==> config.mk <==
export PLATFORM = sky130hd
export DESIGN_NAME = echo_receiver
export DESIGN_NICKNAME = d
export VERILOG_FILES = /design/src/rtl/echo_rx_pkg.sv /design/src/rtl/echo_edge_qualifier.sv /design/src/rtl/echo_receiver.sv
export SDC_FILE = /design/constraint.sdc
export NUM_CORES = 1
export LEC_CHECK = 0
export ABC_AREA = 1
export BUFFER_PORTS_ARGS = -buffer_cell sky130_fd_sc_hd__buf_2
export CORE_UTILIZATION = 40
export CTS_CLUSTER_DIAMETER = 100
export CTS_CLUSTER_SIZE = 16
export DETAILED_ROUTE_END_ITERATION = 6
export PLACE_DENSITY_LB_ADDON = 0.3
export SLEW_MARGIN = 40
export SYNTH_ARGS = -nofsm -noshare
export SYNTH_HDL_FRONTEND = slang
export SYNTH_SLANG_ARGS = --single-unit
==> constraint.sdc <==
create_clock -name clk_in -period 2.84 [get_ports clk_in]
set_clock_uncertainty 0.1 [all_clocks]
set_input_delay 0.426 -clock clk_in [delete_from_list [all_inputs] [get_ports clk_in]]
set_output_delay 0.426 -clock clk_in [all_outputs]
set_load 0.02 [all_outputs]
==> src/rtl/echo_rx_pkg.sv <==
// Shared types and helpers for the ultrasonic echo receiver.
package echo_rx_pkg;

    typedef enum logic [2:0] {
        S_IDLE   = 3'd0,
        S_TX     = 3'd1,
        S_BLANK  = 3'd2,
        S_LISTEN = 3'd3,
        S_DONE   = 3'd4
    } rx_state_e;

    // Accepted deviation of an edge-to-edge interval from one carrier period.
    function automatic int unsigned tol_of(input int unsigned cycles_per_period);
        return cycles_per_period / 8;
    endfunction

endpackage

==> src/rtl/echo_edge_qualifier.sv <==
// Receiver pin conditioning and echo qualification: sync, optional majority
// filter (ECHO_RX_GLITCH_FILTER_EN), rising-edge detect, period-spaced run count.
module echo_edge_qualifier
    import echo_rx_pkg::*;
#(
    parameter int unsigned CYCLES_PER_PERIOD = 1250,
    parameter int unsigned MIN_EDGES         = 4,
    parameter int unsigned TOF_W             = 24
) (
    input  logic             clk_in,
    input  logic             reset_n,
    input  logic             receiver_pin_i,
    input  logic             listen_i,
    input  logic [TOF_W-1:0] timer_i,
    output logic             detected_c_o,
    output logic [TOF_W-1:0] first_ts_o
);

    localparam int unsigned      TOL      = tol_of(CYCLES_PER_PERIOD);
    localparam int unsigned      RUN_W    = $clog2(MIN_EDGES + 1);
    localparam logic [TOF_W-1:0] IVL_MIN  = TOF_W'(CYCLES_PER_PERIOD - TOL);
    localparam logic [TOF_W-1:0] IVL_MAX  = TOF_W'(CYCLES_PER_PERIOD + TOL);
    localparam logic [RUN_W-1:0] RUN_DONE = RUN_W'(MIN_EDGES);

    logic             sync1_q, sync2_q, sig_prev_q, edge_q;
    logic             sig_c;
    logic [RUN_W-1:0] run_q, run_d;
    logic [TOF_W-1:0] first_ts_q, first_ts_d;
    logic [TOF_W-1:0] last_ts_q, last_ts_d;
    logic [TOF_W-1:0] interval_c;
    logic             in_window_c;

`ifdef ECHO_RX_GLITCH_FILTER_EN
    logic hist1_q, hist2_q, maj_q;

    // Majority over three consecutive samples drops single-cycle pulses.
    always_ff @(posedge clk_in or negedge reset_n) begin
        if (!reset_n) begin
            hist1_q <= 1'b0;
            hist2_q <= 1'b0;
            maj_q   <= 1'b0;
        end else begin
            hist1_q <= sync2_q;
            hist2_q <= hist1_q;
            maj_q   <= (sync2_q & hist1_q) | (sync2_q & hist2_q) | (hist1_q & hist2_q);
        end
    end

    assign sig_c = maj_q;
`else
    assign sig_c = sync2_q;
`endif

    always_ff @(posedge clk_in or negedge reset_n) begin
        if (!reset_n) begin
            sync1_q    <= 1'b0;
            sync2_q    <= 1'b0;
            sig_prev_q <= 1'b0;
            edge_q     <= 1'b0;
        end else begin
            sync1_q    <= receiver_pin_i;
            sync2_q    <= sync1_q;
            sig_prev_q <= sig_c;
            edge_q     <= sig_c & ~sig_prev_q;
        end
    end

    assign interval_c  = timer_i - last_ts_q;
    assign in_window_c = (interval_c >= IVL_MIN) && (interval_c <= IVL_MAX);

    // Run tracking; a stale run is dropped once the gap exceeds one period plus tolerance.
    always_comb begin
        run_d        = run_q;
        first_ts_d   = first_ts_q;
        last_ts_d    = last_ts_q;
        detected_c_o = 1'b0;
        if (!listen_i) begin
            run_d = '0;
        end else if (edge_q) begin
            last_ts_d = timer_i;
            if ((run_q != '0) && in_window_c) begin
                run_d = run_q + RUN_W'(1);
                if (run_d == RUN_DONE) begin
                    detected_c_o = 1'b1;
                end
            end else begin
                run_d      = RUN_W'(1);
                first_ts_d = timer_i;
            end
        end else if ((run_q != '0) && (interval_c > IVL_MAX)) begin
            run_d = '0;
        end
    end

    always_ff @(posedge clk_in or negedge reset_n) begin
        if (!reset_n) begin
            run_q      <= '0;
            first_ts_q <= '0;
            last_ts_q  <= '0;
        end else begin
            run_q      <= run_d;
            first_ts_q <= first_ts_d;
            last_ts_q  <= last_ts_d;
        end
    end

    assign first_ts_o = first_ts_q;

endmodule

==> src/rtl/echo_receiver.sv <==
// Ultrasonic time-of-flight front end: burst gating, ring-down blanking, echo timing.
// Optional macro ECHO_RX_GLITCH_FILTER_EN enables the receiver-pin majority filter.
module echo_receiver
    import echo_rx_pkg::*;
#(
    parameter int unsigned CYCLES_PER_PERIOD = 1250,
    parameter int unsigned BURST_PERIODS     = 8,
    parameter int unsigned BLANK_CYCLES      = 50000,
    parameter int unsigned TIMEOUT_CYCLES    = 1500000,
    parameter int unsigned MIN_EDGES         = 4,
    parameter int unsigned TOF_W             = 24
) (
    input  logic             clk_in,
    input  logic             reset_n,
    input  logic             start,
    input  logic             receiver_pin,
    output logic             transmitter_on,
    output logic             busy,
    output logic             tof_valid,
    output logic             timeout,
    output logic [TOF_W-1:0] tof_cycles
);

    localparam int unsigned      BURST_CYCLES = BURST_PERIODS * CYCLES_PER_PERIOD;
    localparam bit               SKIP_BLANK   = (BURST_CYCLES >= BLANK_CYCLES);
    localparam logic [TOF_W-1:0] BURST_END    = TOF_W'(BURST_CYCLES - 1);
    localparam logic [TOF_W-1:0] BLANK_END    = TOF_W'(BLANK_CYCLES - 1);
    localparam logic [TOF_W-1:0] TIMEOUT_END  = TOF_W'(TIMEOUT_CYCLES - 1);

    if (64'(TIMEOUT_CYCLES) >= (64'd1 << TOF_W)) begin : g_tof_w_check
        $error("echo_receiver: TIMEOUT_CYCLES does not fit in TOF_W bits");
    end
    if (MIN_EDGES < 2) begin : g_min_edges_check
        $error("echo_receiver: MIN_EDGES must be at least 2");
    end
    if ((BLANK_CYCLES >= TIMEOUT_CYCLES) || (BURST_CYCLES >= TIMEOUT_CYCLES)) begin : g_window_check
        $error("echo_receiver: burst and blanking must end before the timeout");
    end

    rx_state_e        state_q, state_d;
    logic [TOF_W-1:0] timer_q, timer_d;
    logic [TOF_W-1:0] tof_cycles_q, tof_cycles_d;
    logic             tx_on_q, busy_q, tof_valid_q, timeout_q;
    logic             tof_valid_d, timeout_d;
    logic             detected_c;
    logic [TOF_W-1:0] first_ts;

    echo_edge_qualifier #(
        .CYCLES_PER_PERIOD (CYCLES_PER_PERIOD),
        .MIN_EDGES         (MIN_EDGES),
        .TOF_W             (TOF_W)
    ) u_qual (
        .clk_in         (clk_in),
        .reset_n        (reset_n),
        .receiver_pin_i (receiver_pin),
        .listen_i       (state_q == S_LISTEN),
        .timer_i        (timer_q),
        .detected_c_o   (detected_c),
        .first_ts_o     (first_ts)
    );

    // Next state; detection takes priority over a simultaneous timeout.
    always_comb begin
        state_d      = state_q;
        timer_d      = (state_q == S_IDLE) ? '0 : timer_q + TOF_W'(1);
        tof_cycles_d = tof_cycles_q;
        tof_valid_d  = 1'b0;
        timeout_d    = 1'b0;
        case (state_q)
            S_IDLE: begin
                if (start) state_d = S_TX;
            end
            S_TX: begin
                if (timer_q == BURST_END) state_d = SKIP_BLANK ? S_LISTEN : S_BLANK;
            end
            S_BLANK: begin
                if (timer_q == BLANK_END) state_d = S_LISTEN;
            end
            S_LISTEN: begin
                if (detected_c) begin
                    tof_cycles_d = first_ts;
                    tof_valid_d  = 1'b1;
                    state_d      = S_DONE;
                end else if (timer_q == TIMEOUT_END) begin
                    timeout_d = 1'b1;
                    state_d   = S_DONE;
                end
            end
            S_DONE:  state_d = S_IDLE;
            default: state_d = S_IDLE;
        endcase
    end

    always_ff @(posedge clk_in or negedge reset_n) begin
        if (!reset_n) begin
            state_q      <= S_IDLE;
            timer_q      <= '0;
            tof_cycles_q <= '0;
            tx_on_q      <= 1'b0;
            busy_q       <= 1'b0;
            tof_valid_q  <= 1'b0;
            timeout_q    <= 1'b0;
        end else begin
            state_q      <= state_d;
            timer_q      <= timer_d;
            tof_cycles_q <= tof_cycles_d;
            tx_on_q      <= (state_d == S_TX);
            busy_q       <= (state_d != S_IDLE);
            tof_valid_q  <= tof_valid_d;
            timeout_q    <= timeout_d;
        end
    end

    assign transmitter_on = tx_on_q;
    assign busy           = busy_q;
    assign tof_valid      = tof_valid_q;
    assign timeout        = timeout_q;
    assign tof_cycles     = tof_cycles_q;

endmodule

* After elaboration in Yosys (flattened, before gate mapping)
Cells that the tools add are included.
** Operators by class
- Add/subtract/negate cells :: 3
- Magnitude comparators :: 3
- Equal/unequal tests :: 9
- Multiplexer cells :: 20
- Bitwise gates (word level) :: 3
- Reduce and logical (&&, ||, !) cells :: 9
** Operators with widths (count)
- $mux 3 :: 9
- $add 24x1->24 const B :: 1
- $eq 24x14->1 const B :: 1
- $eq 24x16->1 const B :: 1
- $eq 24x21->1 const B :: 1
- $ge 24x11->1 const B :: 1
- $gt 24x11->1 const B :: 1
- $le 24x11->1 const B :: 1
- $mux 24 :: 1
- $sub 24x24->24 :: 1
- $pmux 3 s4 :: 1
- $mux 1 :: 9
- $eq 3x1->1 const B :: 2
- $eq 3x2->1 const B :: 2
- $reduce_bool 3->1 :: 2
- $reduce_and 2->1 :: 2
- $add 3x1->3 const B :: 1
- $eq 3x3->1 const B :: 1
- $logic_and 1x1->1 :: 3
- $logic_not 3->1 :: 1
- $ne 3x3->1 const B :: 1
- $reduce_and 3->1 :: 1
- $not 1->1 :: 2
- $and 1x1->1 :: 1
** Storage, ports and cells
- Register bits :: 110
- Input port bits :: 4
- Output and inout port bits :: 28
- Word-level logic and storage cells :: 61

* Depth between registers and ports, before layout
- Word-level depth :: 10
- Mapped depth :: 22
- Depth with buffers taken out :: 21

* Cells and area by module
Synthesis repeated with hierarchy kept, for this count alone.
** Unflattened totals
- Cell total of the unflattened synthesis :: 1018
- Area total of the unflattened synthesis :: 6990.5 µm²
** By module, submodules not included
- echo_edge_qualifier :: instances 1, cells an instance 666, area each 4279.1 µm², seq. area each 1376.3 µm²
- echo_receiver :: instances 1, cells an instance 352, area each 2711.4 µm², seq. area each 1376.3 µm²

* Least setup slack after synthesis
No wires, ideal clock.
- Path kind :: register to register
- Start :: reg timer_q[0]
- End :: reg tof_cycles_q[0], in the netlist tof_cycles[0]
- Library setup time :: 116 ps
- Arrival :: 2498 ps
- Data required time :: 2624 ps
- Path slack :: 125 ps
- Stages on the path, launching flop included :: 22
- Path buffers :: 2
- Period minus slack after synthesis :: 2715 ps
- Cells stage by stage :: dfrtp_1 -> inv_1 -> ha_1 -> fa_1 -> inv_1 -> nand3_1 -> nand2_1 -> nand3_1 -> nand3_1 -> nand2_1 -> nand2_1 -> nand2_1 -> nand2_1 -> nand2_1 -> nor2_1 -> nand3_1 -> nor2_2 -> nand4_2 -> buf_6 -> buf_6 -> nand2_1 -> nand2_1
** On the way
- Cells in the longest elaborated chain, start to end :: 8
- Elaborated cells on any way between the ends :: 9
- Classes of those cells :: 1 x add/sub; 2 x order compare; 3 x mux; 3 x reduce/logical
** Ends and longest elaborated chain
- start, declared :: RTL line echo_receiver.sv:41 : logic [TOF_W-1:0] timer_q, timer_d;
- start signal, assigned :: RTL line echo_receiver.sv:105 : timer_q <= timer_d;
- $sub 24x24->24 (*) :: RTL line echo_edge_qualifier.sv:68 : assign interval_c = timer_i - last_ts_q;
- $ge 24x11->1 / $le 24x11->1 (equally long branches) :: RTL line echo_edge_qualifier.sv:69 : assign in_window_c = (interval_c >= IVL_MIN) && (interval_c <= IVL_MAX);
- $logic_and 1x1->1 (*) :: RTL line echo_edge_qualifier.sv:69
- $logic_and 1x1->1 (*) :: RTL line echo_edge_qualifier.sv:81 : if ((run_q != '0) && in_window_c) begin
- $mux 1 (*) :: RTL line echo_edge_qualifier.sv:81
- $mux 1 (*) :: RTL line echo_edge_qualifier.sv:79 : end else if (edge_q) begin
- $mux 1 (*) :: RTL line echo_edge_qualifier.sv:77 : if (!listen_i) begin
- $reduce_and 2->1 (no line) (*)
- end signal, assigned :: RTL line echo_receiver.sv:106 : tof_cycles_q <= tof_cycles_d;
- end, declared :: RTL line echo_receiver.sv:42 : logic [TOF_W-1:0] tof_cycles_q, tof_cycles_d;
Mark *: on every way between the ends. The rest lies on a longest branch, timed or not.
A chain may end at the register's enable or synchronous reset.

* Final worst setup path
- Start :: reg u_qual.last_ts_q[0]
- End :: reg u_qual.first_ts_q[4], in the netlist u_qual.first_ts_o[4]
** On the way
- Cells in the longest elaborated chain, start to end :: 6
- Elaborated cells on any way between the ends :: 7
- Classes of those cells :: 1 x add/sub; 2 x order compare; 1 x bitwise; 3 x reduce/logical
** Ends and longest elaborated chain
- start, declared :: RTL line echo_edge_qualifier.sv:29 : logic [TOF_W-1:0] last_ts_q, last_ts_d;
- start signal, assigned :: RTL line echo_edge_qualifier.sv:103 : last_ts_q <= last_ts_d;
- $sub 24x24->24 (*) :: RTL line echo_edge_qualifier.sv:68
- $ge 24x11->1 / $le 24x11->1 (equally long branches) :: RTL line echo_edge_qualifier.sv:69
- $logic_and 1x1->1 (*) :: RTL line echo_edge_qualifier.sv:69
- $logic_and 1x1->1 (*) :: RTL line echo_edge_qualifier.sv:81
- $not 1->1 (no line) (*)
- $reduce_and 3->1 (no line) (*)
- end signal, assigned :: RTL line echo_edge_qualifier.sv:102 : first_ts_q <= first_ts_d;
- end, declared :: RTL line echo_edge_qualifier.sv:28 : logic [TOF_W-1:0] first_ts_q, first_ts_d;
Marks and branches as above.

==> flow_summary.toml <==
[outcome]
status = "finished with violations"
violations = "negative setup slack"

[placed_design]
hpwl_mm = 12.7
placed_cell_area_um2 = 7190
portBuffers = 31
gp_congestion = 0.937

[critical_path]
cpMaxStageDelayCell = "dfrtp_1"
crit_family = "simple AND/OR/NAND/NOR gates"
critPathKind = "flop to flop"
worst_r2r_startpoint = "u_qual.last_ts_q[0]"
start_kind = "flop"
reg2reg_slack_ns = -0.08
worstPathCellList = "ha_4 > fa_2 > buf_4 > nor2_2 > nor2_1 > o21ai_1 > inv_1 > nor2_1 > nand4_1 > nand2_1 > nand2_1 > nand3_2 > a21oi_2 > buf_4 > buf_4 > nand2_4 > nand2_8 > buf_6 > clkbuf_16 > nand2_1 > nand2_1"
crit_fanout = 6
crit_arrival_ns = 3.09
cp-end-kind = "flop"
required_ns = 3.02
cp-startpoint = "u_qual.last_ts_q[0]"
critPathBufInv = 6
critical_path.max_stage_delay_ns = 0.42
path_common_cell = "nand2_1"

[synthesis]
synth.distinct_cells = 37
synth-seq-cells = 110
syn_inst = 856
synth_nets = 888
syn_area_per_cell_um2 = 7.35
ys_seq_area_frac = 0.437
yosys_warnings = 0
netlist_area_um2 = 6290

[final_layout]
postLayoutCellArea_um2 = 8550
fin_nets = 1013
fillers = 1377
layout_common_cells = "222 x nand2_1, 118 x inv_1, 109 x dfrtp_1"
area_growth_pct = 35.8
final_common_cell = "nand2_1"
insertedDiodeCount = 0
drive_gt1_frac = 0.299

[detailed_routing]
drc = 0
met1Wirelength_mm = 8.36
firstDrtPassIters = 5
drt_iter0_drc = 559
routed-wl-met3_um = 965
wire_per_inst_um = 15.2
highest_layer = "met4"
wl_met2_mm = 8.47
vias = 5994
drt-vias-per-instance = 5.01
wl_mm = 18.2
drtAntennaViolNets = 0

[min_path]
hp-start = "receiver_pin"
hp-class = "primary input to flop"

[sta]
post-route-min-period_ns = 2.92
max_freq_mhz = 343
final.period_utilization = 1.03
timing.slew.headroom = 0.579
fin_ws_ns = -0.0782
drv_slew = 0
worst_pin_slew_ns = 0.632
setup_violations = 41
rsz0062_at_grt = "true"
hold_viol = 0
hold_slack_ns = 0.0644

[flow_run]
cap_violations = 0

[clock_tree]
cts_buffer_depth = 2
h-tree-depth = 3
cts_tree = "built"
clk_pin_slew_ns = 0.09
clk_latency_ns = 0.38
cts_root_buf = "clkbuf_16"
clock_sinks = 110
cts_buffers = 9

[pwr]
p_leak_uw = 0.00449
ir_drop_v = 0.000358
cellPowerDensity_nw_per_um2 = 343

[global_route]
grt_pass1_vias = 5577
grt_max_degree = 52
grt_util_all_layers = 0.226
grt_pass1_wl_mm = 28.2
antenna_found_initial = 0
overflow = 0

[floorplan]
die_w_um = 127
floorplan.initialDensity = 0.412
io_pins = 32
die_h_um = 127
rows = 45
dieArea_um2 = 16200
core_um2 = 15300
-- Yosys cell counts, drive strengths merged --
cell    count  area share
a21oi      37       0.029
clkbuf      9      0.0054
nand2     294        0.18
o21a        1      0.0012
and3        1     0.00099
nor4       11       0.012
nand4      10       0.011
nand3b      2      0.0024
xnor2       4      0.0056
a41oi       1      0.0014
a221oi      1      0.0014
nor2       69       0.044
xor2        4      0.0056
dfrtp     110        0.44
nand3      49       0.041
and2        2      0.0020
a311oi      1      0.0014
ha         27       0.054
buf         9       0.016
or2         1     0.00099
fa          1      0.0032
nor3       22       0.018
o22ai       1     0.00099
inv       127       0.076
o21ai      60       0.048
a211oi      1      0.0012
mux2        1      0.0018
-- repair_timing --
item	in CTS	in global routing
cloned	3	5
hold endpoints to repair	31	0
hold buffers	1	0
endpoints found under the setup margin	53	62
pin swaps	10	45
gates resized for setup	57	130
setup buffers	13	11
-- worst paths after layout --
kind	end	cells past startpoint
setup / recovery	u_qual.first_ts_o[4]	21
max in group asynchronous	u_qual.last_ts_q[15]	3
hold reg to reg	u_qual.sig_c	0
hold / removal	u_qual.sync1_q	1
min in group asynchronous	tof_valid	2
setup reg to reg	u_qual.first_ts_o[4]	21
-- power breakdown --
group	internal [uW]	total, uW	switching (uW)	leakage (uW)
Combinational	6.81	38.5	31.6	0.00284
Sequential	1570	1570	1.04	0.00150
Clock	643	1330	686	0.000154
-- area by class of cell --
cell class,instances,area [um^2],area share
clock inverters,7,93.8,0.0110
flip-flops and latches,110,2750,0.322
well taps,211,264,0.0309
multi-input cells,601,3560,0.416
repair buffers,132,1160,0.136
inverters,127,485,0.0568
clock buffers,9,225,0.0264
-- state kept, by name, indices dropped and copies added, names as in the netlist, 3 cells and up --
signal,count
timer_q,24
u_qual.run_q,3
u_qual.last_ts_q,24
tof_cycles,24
u_qual.first_ts_o,24
state_q,3
-- metal layers --
layer  vias to the layer above  GRT usage
li1                       2965          -
met1                      2850      0.310
met2                       159      0.352
met3                        20     0.0507
met4                         0     0.0798
met5                         -          0
-- cells by family (layout without fill, tap and decap cells) --
family                     after synthesis  count (layout)  synth area share
buffers and inverters                  145             275            0.0966
muxes                                    1               1           0.00179
and+or+nand+nor                        461             461             0.311
adders and majority gates               28              28            0.0569
AOI/OAI and AO/OA                      103             103            0.0847
DFF                                    110             110             0.437
xor gates and xnor gates                 8               8            0.0111
-- worst register-to-register path, delay by kind of cell, from the launching register on --
family,cells,cell delay (ns)
AO/OA/AOI/OAI,2,0.15
AND/OR/NAND/NOR,11,0.87
adder cells (fa/ha/maj),2,0.52
flip-flops,1,0.42
buffers and inverters,6,0.75
-- through the flow --
step	cells	utilization	total power, uW	TNS, ns	setup slack (ns)
finish	1197	0.560	2940	-1.44	-0.0782
global route	1197	0.560	3020	-9.01	-0.216
CTS	1185	0.524	2960	-0.179	-0.0199
detailed placement	1153	0.471	1640	-3.59	-0.160
global placement	1153	0.471	1640	-0.849	-0.0684
floorplan	856	-	1600	0	0.125
Power figures use the tool's default switching activity.
